===== src/rtl/n64adv2_dram_arbiter_pkg.sv =====
// Shared encodings for the n64adv2 DRAM arbiter: command ops, FSM states, winner one-hots and default widths.
package n64adv2_dram_arbiter_pkg;

    localparam int unsigned ADDR_W_DEF    = 24;
    localparam int unsigned LEN_W_DEF     = 8;
    localparam int unsigned WR_MAXAGE_DEF = 64;

    typedef enum logic [1:0] {
        CMD_IDLE = 2'd0,
        CMD_RD   = 2'd1,
        CMD_WR   = 2'd2,
        CMD_REF  = 2'd3
    } cmd_op_e;

    typedef enum logic [1:0] {
        ST_IDLE  = 2'd0,
        ST_ISSUE = 2'd1,
        ST_WAIT  = 2'd2,
        ST_ZLEN  = 2'd3
    } arb_state_e;

    // Winner one-hot layout is {wr, rd, ref}; grants reuse the same layout.
    localparam int unsigned GNT_REF = 0;
    localparam int unsigned GNT_RD  = 1;
    localparam int unsigned GNT_WR  = 2;

    localparam logic [2:0] WIN_NONE = 3'b000;
    localparam logic [2:0] WIN_REF  = 3'b001;
    localparam logic [2:0] WIN_RD   = 3'b010;
    localparam logic [2:0] WIN_WR   = 3'b100;

    function automatic cmd_op_e win_to_op(input logic [2:0] win);
        cmd_op_e op;
        case (win)
            WIN_REF: op = CMD_REF;
            WIN_RD:  op = CMD_RD;
            WIN_WR:  op = CMD_WR;
            default: op = CMD_IDLE;
        endcase
        return op;
    endfunction

endpackage


===== src/rtl/n64adv2_dram_arbiter_prio.sv =====
// n64adv2_arb_prio: combinational winner select, REF > RD > WR, or REF > WR > RD once WR is aged.
module n64adv2_arb_prio
    import n64adv2_dram_arbiter_pkg::*;
(
    input  logic       ref_req,
    input  logic       rd_req,
    input  logic       wr_req,
    input  logic       aged,
    output logic [2:0] win
);

    // Fixed-priority pick; aging only swaps the RD/WR order.
    always_comb begin
        win = WIN_NONE;
        if (ref_req) begin
            win = WIN_REF;
        end else if (aged && wr_req) begin
            win = WIN_WR;
        end else if (rd_req) begin
            win = WIN_RD;
        end else if (wr_req) begin
            win = WIN_WR;
        end else begin
            win = WIN_NONE;
        end
    end

endmodule


===== src/rtl/n64adv2_dram_arbiter.sv =====
// n64adv2_dram_arbiter: shares the SDRAM command port between refresh, line fetcher and line writer.
// Define ARB_WR_AGE_EN to promote a waiting WR above RD after WR_MAXAGE cycles.
module n64adv2_dram_arbiter
    import n64adv2_dram_arbiter_pkg::*;
#(
    parameter int unsigned ADDR_W    = ADDR_W_DEF,
    parameter int unsigned LEN_W     = LEN_W_DEF
`ifdef ARB_WR_AGE_EN
    ,
    parameter int unsigned WR_MAXAGE = WR_MAXAGE_DEF
`endif
) (
    input  logic              DRAM_CLK_i,
    input  logic              DRAM_RST_i,
    input  logic              rd_req_i,
    input  logic [ADDR_W-1:0] rd_addr_i,
    input  logic [LEN_W-1:0]  rd_len_i,
    output logic              rd_gnt_o,
    output logic              rd_done_o,
    input  logic              wr_req_i,
    input  logic [ADDR_W-1:0] wr_addr_i,
    input  logic [LEN_W-1:0]  wr_len_i,
    output logic              wr_gnt_o,
    output logic              wr_done_o,
    input  logic              ref_req_i,
    output logic              ref_gnt_o,
    output logic              cmd_valid_o,
    input  logic              cmd_ready_i,
    output logic [1:0]        cmd_op_o,
    output logic [ADDR_W-1:0] cmd_addr_o,
    output logic [LEN_W-1:0]  cmd_len_o,
    input  logic              cmd_done_i,
    output logic              busy_o
);

    arb_state_e        state_r, state_s;
    cmd_op_e           owner_r, owner_s;
    cmd_op_e           cmd_op_r, cmd_op_s;
    logic              cmd_valid_r, cmd_valid_s;
    logic [ADDR_W-1:0] cmd_addr_r, cmd_addr_s;
    logic [LEN_W-1:0]  cmd_len_r, cmd_len_s;
    logic [2:0]        gnt_r, gnt_s;
    logic              rd_done_r, rd_done_s;
    logic              wr_done_r, wr_done_s;
    logic              busy_r, busy_s;

    logic [2:0]        win_s;
    logic              aged_s;
    cmd_op_e           win_op_s;
    logic [ADDR_W-1:0] win_addr_s;
    logic [LEN_W-1:0]  win_len_s;

`ifdef ARB_WR_AGE_EN
    localparam int unsigned AGE_W = $clog2(WR_MAXAGE + 1);
    localparam logic [AGE_W-1:0] AGE_MAX = AGE_W'(WR_MAXAGE);

    logic [AGE_W-1:0] age_r;

    // Saturating count of cycles WR has waited while someone else holds or contends for the port.
    always_ff @(posedge DRAM_CLK_i) begin
        if (DRAM_RST_i) begin
            age_r <= {AGE_W{1'b0}};
        end else if (gnt_r[GNT_WR]) begin
            age_r <= {AGE_W{1'b0}};
        end else if (wr_req_i && (state_r != ST_ZLEN) && (owner_r != CMD_WR) && (age_r != AGE_MAX)) begin
            age_r <= age_r + AGE_W'(1);
        end
    end

    assign aged_s = (age_r == AGE_MAX);
`else
    assign aged_s = 1'b0;
`endif

    n64adv2_arb_prio u_prio (
        .ref_req (ref_req_i),
        .rd_req  (rd_req_i),
        .wr_req  (wr_req_i),
        .aged    (aged_s),
        .win     (win_s)
    );

    // Route the winner's burst fields; refresh carries address 0 and length 0.
    always_comb begin
        win_op_s   = win_to_op(win_s);
        win_addr_s = {ADDR_W{1'b0}};
        win_len_s  = {LEN_W{1'b0}};
        case (win_s)
            WIN_RD: begin
                win_addr_s = rd_addr_i;
                win_len_s  = rd_len_i;
            end
            WIN_WR: begin
                win_addr_s = wr_addr_i;
                win_len_s  = wr_len_i;
            end
            default: begin
                win_addr_s = {ADDR_W{1'b0}};
                win_len_s  = {LEN_W{1'b0}};
            end
        endcase
    end

    // Next state, command fields and pulses; zero-length bursts skip the controller via ZLEN.
    always_comb begin
        state_s     = state_r;
        owner_s     = owner_r;
        cmd_valid_s = cmd_valid_r;
        cmd_op_s    = cmd_op_r;
        cmd_addr_s  = cmd_addr_r;
        cmd_len_s   = cmd_len_r;
        gnt_s       = WIN_NONE;
        rd_done_s   = 1'b0;
        wr_done_s   = 1'b0;
        case (state_r)
            ST_IDLE: begin
                if (win_s != WIN_NONE) begin
                    gnt_s   = win_s;
                    owner_s = win_op_s;
                    if ((win_op_s != CMD_REF) && (win_len_s == {LEN_W{1'b0}})) begin
                        state_s = ST_ZLEN;
                    end else begin
                        cmd_valid_s = 1'b1;
                        cmd_op_s    = win_op_s;
                        cmd_addr_s  = win_addr_s;
                        cmd_len_s   = win_len_s;
                        state_s     = ST_ISSUE;
                    end
                end else begin
                    owner_s = CMD_IDLE;
                end
            end
            ST_ISSUE: begin
                if (cmd_ready_i) begin
                    cmd_valid_s = 1'b0;
                    state_s     = ST_WAIT;
                end else begin
                    state_s = ST_ISSUE;
                end
            end
            ST_WAIT: begin
                if (cmd_done_i) begin
                    rd_done_s = (owner_r == CMD_RD);
                    wr_done_s = (owner_r == CMD_WR);
                    owner_s   = CMD_IDLE;
                    state_s   = ST_IDLE;
                end else begin
                    state_s = ST_WAIT;
                end
            end
            ST_ZLEN: begin
                rd_done_s = (owner_r == CMD_RD);
                wr_done_s = (owner_r == CMD_WR);
                owner_s   = CMD_IDLE;
                state_s   = ST_IDLE;
            end
            default: begin
                owner_s     = CMD_IDLE;
                cmd_valid_s = 1'b0;
                state_s     = ST_IDLE;
            end
        endcase
        busy_s = (state_s != ST_IDLE);
    end

    // State and output registers; reset abandons any burst without a done pulse.
    always_ff @(posedge DRAM_CLK_i) begin
        if (DRAM_RST_i) begin
            state_r     <= ST_IDLE;
            owner_r     <= CMD_IDLE;
            cmd_valid_r <= 1'b0;
            cmd_op_r    <= CMD_IDLE;
            cmd_addr_r  <= {ADDR_W{1'b0}};
            cmd_len_r   <= {LEN_W{1'b0}};
            gnt_r       <= WIN_NONE;
            rd_done_r   <= 1'b0;
            wr_done_r   <= 1'b0;
            busy_r      <= 1'b0;
        end else begin
            state_r     <= state_s;
            owner_r     <= owner_s;
            cmd_valid_r <= cmd_valid_s;
            cmd_op_r    <= cmd_op_s;
            cmd_addr_r  <= cmd_addr_s;
            cmd_len_r   <= cmd_len_s;
            gnt_r       <= gnt_s;
            rd_done_r   <= rd_done_s;
            wr_done_r   <= wr_done_s;
            busy_r      <= busy_s;
        end
    end

    assign rd_gnt_o    = gnt_r[GNT_RD];
    assign wr_gnt_o    = gnt_r[GNT_WR];
    assign ref_gnt_o   = gnt_r[GNT_REF];
    assign rd_done_o   = rd_done_r;
    assign wr_done_o   = wr_done_r;
    assign cmd_valid_o = cmd_valid_r;
    assign cmd_op_o    = cmd_op_r;
    assign cmd_addr_o  = cmd_addr_r;
    assign cmd_len_o   = cmd_len_r;
    assign busy_o      = busy_r;

endmodule


===== config.mk =====
export PLATFORM = sky130hd
export DESIGN_NAME = n64adv2_dram_arbiter
export DESIGN_NICKNAME = d
export VERILOG_FILES = /design/src/rtl/n64adv2_dram_arbiter_pkg.sv /design/src/rtl/n64adv2_dram_arbiter_prio.sv /design/src/rtl/n64adv2_dram_arbiter.sv
export SDC_FILE = /design/constraint.sdc
export NUM_CORES = 1
export LEC_CHECK = 0
export ABC_AREA = 1
export BUFFER_PORTS_ARGS = -buffer_cell sky130_fd_sc_hd__clkbuf_2
export CAP_MARGIN = 20
export CELL_PAD_IN_SITES_DETAIL_PLACEMENT = 2
export CELL_PAD_IN_SITES_GLOBAL_PLACEMENT = 2
export CORE_MARGIN = 10
export CORE_UTILIZATION = 26
export DETAILED_ROUTE_END_ITERATION = 8
export GPL_ROUTABILITY_DRIVEN = 0
export PLACE_DENSITY = 0.95
export SYNTH_ARGS = -nofsm -noshare
export SYNTH_HDL_FRONTEND = slang
export SYNTH_SLANG_ARGS = --single-unit

===== constraint.sdc =====
create_clock -name DRAM_CLK_i -period 3.7 [get_ports DRAM_CLK_i]
set_input_delay 1.11 -clock DRAM_CLK_i [delete_from_list [all_inputs] [get_ports DRAM_CLK_i]]
set_output_delay 1.11 -clock DRAM_CLK_i [all_outputs]
set_load 0.1 [all_outputs]

==> results of run 1 <==
[report_power, final]
part	total [W]	leakage [nW]	switching, W	internal (W)
Combinational	0.000797	1.14	0.000629	0.000168
Clock	0.000302	0.0439	0.000172	0.000131
Sequential	0.000587	0.371	0.0000408	0.000546
Total	0.00169	1.55	0.000841	0.000845
[routing by layer]
metal | vias to the layer above | track usage | routed length, µm
li1 | 1189 | - | -
met1 | 1154 | 0.1511 | 3587
met2 | 59 | 0.2454 | 4656
met3 | 2 | 0.04140 | 528
met4 | 0 | 0.01485 | 26
met5 | - | 0 | 0
[placed cells by master (no fill, tap or decap), drive strengths merged]
master / n
clkbuf: 116
nor2: 77
nand2: 60
dfxtp: 45
nand3b: 30
a22o: 24
inv: 18
nand3: 11
a21oi: 8
buf: 4
o21ai: 4
clkinv: 4
nor4: 1
nor3: 1
o22ai: 1
o21bai: 1
o32ai: 1
clkinvlp: 1
[worst max-delay path: stages]
cell      delay (ns)
clkbuf_2        0.15
nor2_4          0.24
nand2_2         0.12
o22ai_1         0.17
inv_1           0.07
nand2_1         0.16
o21bai_4        0.11
inv_2           0.61
nor2_1          0.08
nor2_1          0.13
[how the worst min path moves through the flow]
stage,startpoint,endpoint,slack [ns],cells after the start
final,owner_r[1],rd_done_o,0.44,1
after global routing,owner_r[1],rd_done_o,0.49,1
after CTS,owner_r[1],rd_done_o,0.45,1
after detailed placement,owner_r[1],rd_done_o,0.44,1
after global placement,owner_r[1],rd_done_o,0.42,1
after floorplan,owner_r[1],rd_done_o,0.40,1
[sequential cells by signal (all words and copies together) (netlist names)]
register     cells
cmd_addr_o      24
cmd_len_o        8
gnt_r            3
cmd_op_o         2
owner_r          2
state_r          2
busy_o           1
cmd_valid_o      1
rd_done_o        1
wr_done_o        1
[layout make-up]
type | instances | area, µm² | share of cell area
Clock buffer | 5 | 68.82 | 0.02280
Clock inverter | 3 | 17.52 | 0.005804
Inverter | 20 | 75.07 | 0.02488
Multi-Input combinational cell | 219 | 1235 | 0.4092
Sequential cell | 45 | 900.9 | 0.2985
Tap cell | 108 | 135.1 | 0.04478
Timing Repair Buffer | 115 | 585.6 | 0.1940
[metrics by stage]
stage          power (W)  cell area (µm²)
6_report        0.001686             3018
3_3_place_gp    0.001382             2932
5_1_grt         0.001791             3018
3_5_place_dp    0.001407             2932
4_1_cts         0.001713             3018
2_1_floorplan   0.001245             2332
[kinds of logic after synthesis]
group,share of synthesized area
buf+inv,0.08530
flops,0.3863
compound gates,0.1304
simple gates,0.3981
==> impl_results.md, run 1 <==
- Outcome: completed
- Post-CTS setup buffers: 0
- Number of global-route vias before repair: 2765
- Worst R2R End: cmd_len_o[7]
- Syn Inst Count: 302
- Post-CTS Hold Fix Bufs: 0
- Number of synthesized register bits: 45
- CTS resizes: 0
- Slew @ Worst Pin: 0.8571 ns
- Fin cells: 515
- # fillers: 1037
- Tcrit/Tclk final: 0.7505
- Initial DRC Count: 75
- RSZ-0062 raised after global routing: no
- Antenna cells: 0
- Initial Util: 0.2674
- Critical path class: input port to flop
- Num CTS Buffers: 5
- Yosys warnings: 0
- Slew headroom: 0.4286
- Crit. End Element: flop
- Leakage: 1.553 nW
- Grt total ovfl: 0
- Worst Setup EP: cmd_len_o[7]
- Worst setup slack after layout: 0.9231 ns
- Die Span Y: 114.7 µm
- Final setup viols: 0
- Routed len/inst: 17.08 µm
- Max_cap viols: 0
- Die area: 13160 µm²
- Die Width: 114.7 µm
- Crit start category: input port
- Largest net degree at the start of global routing: 35
- Final Max Slew Viols: 0
- Count leader, synth: nand2_1
- Sequential element share of the synthesized area: 0.3863
- Syn_area_per_cell: 7.723 µm²
- Total track usage: 0.1333
- I/O pin cnt: 112
- DP Cell Count: 507
- I/O Buffers: 111
- Synth Cell Area: 2332 µm²
- Worst R2R Setup Slack: 2.02 ns
- Core area: 8721 µm²
- Worst vdd rail ir drop: 0.0001608 V
- Clk_lat worst skew: 0.29 ns
- Post-synth EDFFs: 0
- Period minus WS final: 2.777 ns
- Setup Total Neg Slack: 0 ns
- Area leader, netlist: dfxtp_1
- RR Startpoint: state_r[1]
- Area contributors post-synth: dfxtp_1 39%, nand3b_1 9.7%, nand2_1 9.0%
- HPWL after detailed placement: 6999 µm
- Global-route wire length before repair: 14320 µm
- Yosys cell types: 25
- DRC viols: 0
- Nets: 477
- Required @ worst endpoint: 3.92 ns
- Syn_nets: 373
- Power Dens Cells: 558.8 nW/µm²
- Area fraction of the dominant cell type after synthesis: 0.3863
- Via/cell ratio: 4.668
- Area Overhead vs Synth: 29.40%
- Proportion of layout cells with a drive suffix above 1: 0.4103
- Worst Reg-to-Reg Cells: 6
- Final ANT Viol Nets: 0
- Clock slew at reported path FFs: 0.10 ns
- Hold crit path type: flop to flop
- Crit path DAT: 3.00 ns
- Pre-CTS setup slack: 0.6043 ns
- Worst Path Max Fanout: 31
- Synth Flop Type: dfxtp_1
- Final Hold Fails: 0
- Synth cell count leaders: 56 x nand2_1, 45 x dfxtp_1, 42 x nor2_1, 32 x nor2_2, 30 x nand3b_1
- Post-Route Utilization: 0.3461
- CTS tree: done
- TritonCTS Sinks: 45
- Vias: 2404
- Critical path startpoint: ref_req_i
- Detailed Routing Iterations Pass 1: 4
- Async SR Flop Fraction: 0
- Placement row count: 34
- H-tree levels: 2
- Initial antenna violation count: 0
- Bufs on Longest Clock Path: 2
- Hold Slack: 0.4441 ns
- Peak Freq: 360.1 MHz
- Clock root buffer master: clkbuf_8
- Total routed wirelength: 8797 µm
- Final Skew: 0.01382 ns
Note: power is estimated with default switching activity, not from simulation.
==> run 2, diff against run 1 <==
Settings changed: CORE_UTILIZATION 26 to 22, PLACE_DENSITY 0.95 to 0.88.
Clock period 3.7 ns to 2.3 ns, I/O delays scaled along.
==> impl_results.md, run 2 (synthesized netlist as in run 1, its figures left out) <==
- Final Hold Fails: 0 (unchanged)
- Clock root buffer master: clkbuf_8
- Placement row count: 37 (+8.8%)
- Max_cap viols: 0 (unchanged)
- Worst R2R End: owner_r[1]
- Worst Path Max Fanout: 33 (+6.5%)
- Hold Crit Depth: 1 (unchanged)
- Clk_lat worst skew: 0.29 ns (about the same)
- CTS tree: done
- Largest net degree at the start of global routing: 35 (unchanged)
- Pre-CTS setup slack: -0.09820 ns (-0.7025 ns)
- Setup Total Neg Slack: 0 ns (unchanged)
- Post-CTS setup buffers: 0 (unchanged)
- Initial antenna violation count: 0 (unchanged)
- CTS resizes: 0 (unchanged)
- Highest-count cells in the layout ignoring fill and taps: 111 x clkbuf_2, 56 x nand2_1, 45 x dfxtp_1
- Crit path DAT: 2.23 ns (-0.77 ns)
- Switching Power: 0.001354 W (+61%)
- Max reg flops: 24 (unchanged)
- Post-CTS Hold Fix Bufs: 0 (unchanged)
- Routed len/inst: 16.46 µm (-3.7%)
- Hold Startpoint: owner_r[1]
- Vias: 2461 (+2.4%)
- Worst vdd rail ir drop: 0.0003418 V (+110%)
- Num CTS Buffers: 5 (unchanged)
- Die Width: 123.0 µm (+7.2%)
- H-tree levels: 2 (unchanged)
- Sw frac: 0.4698 (-0.02913)
- Total track usage: 0.1195 (-0.01380)
- # fillers: 1234 (+19%)
- Dpl cell area: 3032 µm² (+3.4%)
- I/O pin cnt: 112 (unchanged)
- Antenna cells: 0 (unchanged)
- Proportion of layout cells with a drive suffix above 1: 0.4179 (+0.007555)
- HPWL after detailed placement: 7264 µm (+3.8%)
- Initial Util: 0.2259 (-0.04152)
- TritonCTS Sinks: 45 (unchanged)
- Tcrit/Tclk final: 0.8881
- Clock slew at reported path FFs: 0.09 ns (about the same)
- Clock power frac: 0.218 (+0.039)
- Power Dens Cells: 915.5 nW/µm² (+64%)
- RR Startpoint: state_r[1]
- Area Overhead vs Synth: 34.98%
- Final Max Slew Viols: 0 (unchanged)
- Final Skew: 0.005659 ns (-0.008159 ns)
- Final cell area excluding filler cells: 3148 µm² (+4.3%)
- Crit start category: input port
- Slew @ Worst Pin: 0.5733 ns (-0.2838 ns)
- Number of global-route vias before repair: 2844 (+2.9%)
- I/O Buffers: 111 (unchanged)
- Period minus WS final: 2.043 ns
- Outcome: completed
- Seq pwr share: 0.327 (-0.021)
- Final ANT Viol Nets: 0 (unchanged)
- Total routed wirelength: 9051 µm (+2.9%)
- Core area: 10320 µm² (+18%)
- Grt total ovfl: 0 (unchanged)
- Int Pwr: 0.001528 W (+81%)
- Hold crit path type: flop to flop
- Bufs on Longest Clock Path: 2 (unchanged)
- DRC viols: 0 (unchanged)
- Die area: 15120 µm² (+15%)
- Crit. End Element: flop
- Detailed Routing Iterations Pass 1: 4 (unchanged)
- Slew headroom: 0.6194 (+0.1908)
- Worst R2R Setup Slack: 1.04 ns (-0.98 ns)
- Leakage: 1.606 nW (+3.4%)
- Worst Reg-to-Reg Cells: 4 (-2)
- Peak Freq: 489.6 MHz
- Final setup viols: 0 (unchanged)
- Most common cell after layout, fill and taps aside: clkbuf_2
- Combinational share of power: 0.455 (-0.018)
- Nets: 484 (+1.5%)
- Required @ worst endpoint: 2.49 ns (-1.43 ns)
- Via/cell ratio: 4.475 (-4.1%)
- Die Span Y: 123.0 µm (+7.2%)
- Hold endpoint: rd_done_o
- Initial DRC Count: 64 (-15%)
- Global-route wire length before repair: 14590 µm (+1.9%)
- RSZ-0062 raised after global routing: no
- Worst setup slack after layout: 0.2575 ns (-0.6656 ns)
- Critical path class: input port to flop
- Total power: 0.002882 W (+71%)
run 2: worst max-delay path by stage:
| stage | startpoint | endpoint | slack, ns | cells past startpoint |
|---|---|---|---|---|
| CTS | ref_req_i | cmd_addr_o[16] | 0.22 | 11 |
| detailed placement | ref_req_i | cmd_addr_o[16] | -0.1 | 11 |
| floorplan | rd_req_i | cmd_addr_o[0] | 0.45 | 12 |
| global placement | ref_req_i | cmd_op_o[1] | 0.008 | 11 |
| finish | ref_req_i | cmd_addr_o[21] | 0.26 | 11 |
| global route | ref_req_i | cmd_addr_o[21] | 0.001 | 11 |
run 2: cell type report:
type,count,area [µm²],area share
tap,136,170.2,0.05405
sequential,45,900.9,0.2862
multi-input combinational,219,1235,0.3923
clock inverter,1,30.03,0.009539
timing repair buffer,122,650.6,0.2067
inverter,20,75.07,0.02385
clock buffer,7,86.33,0.02742
run 2: routing by layer:
metal	vias up	share of wire	track usage
met5	-	0	0
met3	4	0.085	0.04421
met4	0	0.0050	0.01767
met1	1180	0.40	0.1314
li1	1203	-	-
met2	74	0.51	0.2185
run 2: power by group through the flow:
stage | Clock (W) | Combinational [W] | Sequential (W)
2_1_floorplan | 0 | 0.000403 | 0.00160
3_3_place_gp | 0 | 0.00130 | 0.000956
3_5_place_dp | 0 | 0.00133 | 0.000962
4_1_cts | 0.000656 | 0.00134 | 0.000944
5_1_grt | 0.000692 | 0.00141 | 0.000956
6_report | 0.000628 | 0.00131 | 0.000943
run 2: worst max-delay path, cell delays in order:
cell and delay [ns]:
clkbuf_2 0.17, nor2_2 0.35, nand2_1 0.08, o21ai_1 0.12, nor2_1 0.06, nand2_1 0.13, inv_2 0.06, nand2_4 0.29
nand3b_1 0.13, nand2_1 0.08, nor2_1 0.05
run 2: stage by stage:
step | util | std cells | hold WS, ns
2_1_floorplan | - | 302 | 0.3974
3_3_place_gp | 0.2937 | 542 | 0.4271
3_5_place_dp | 0.2937 | 542 | 0.4229
4_1_cts | 0.3049 | 550 | 0.4414
5_1_grt | 0.3049 | 550 | 0.4791
6_report | 0.3049 | 550 | 0.4469
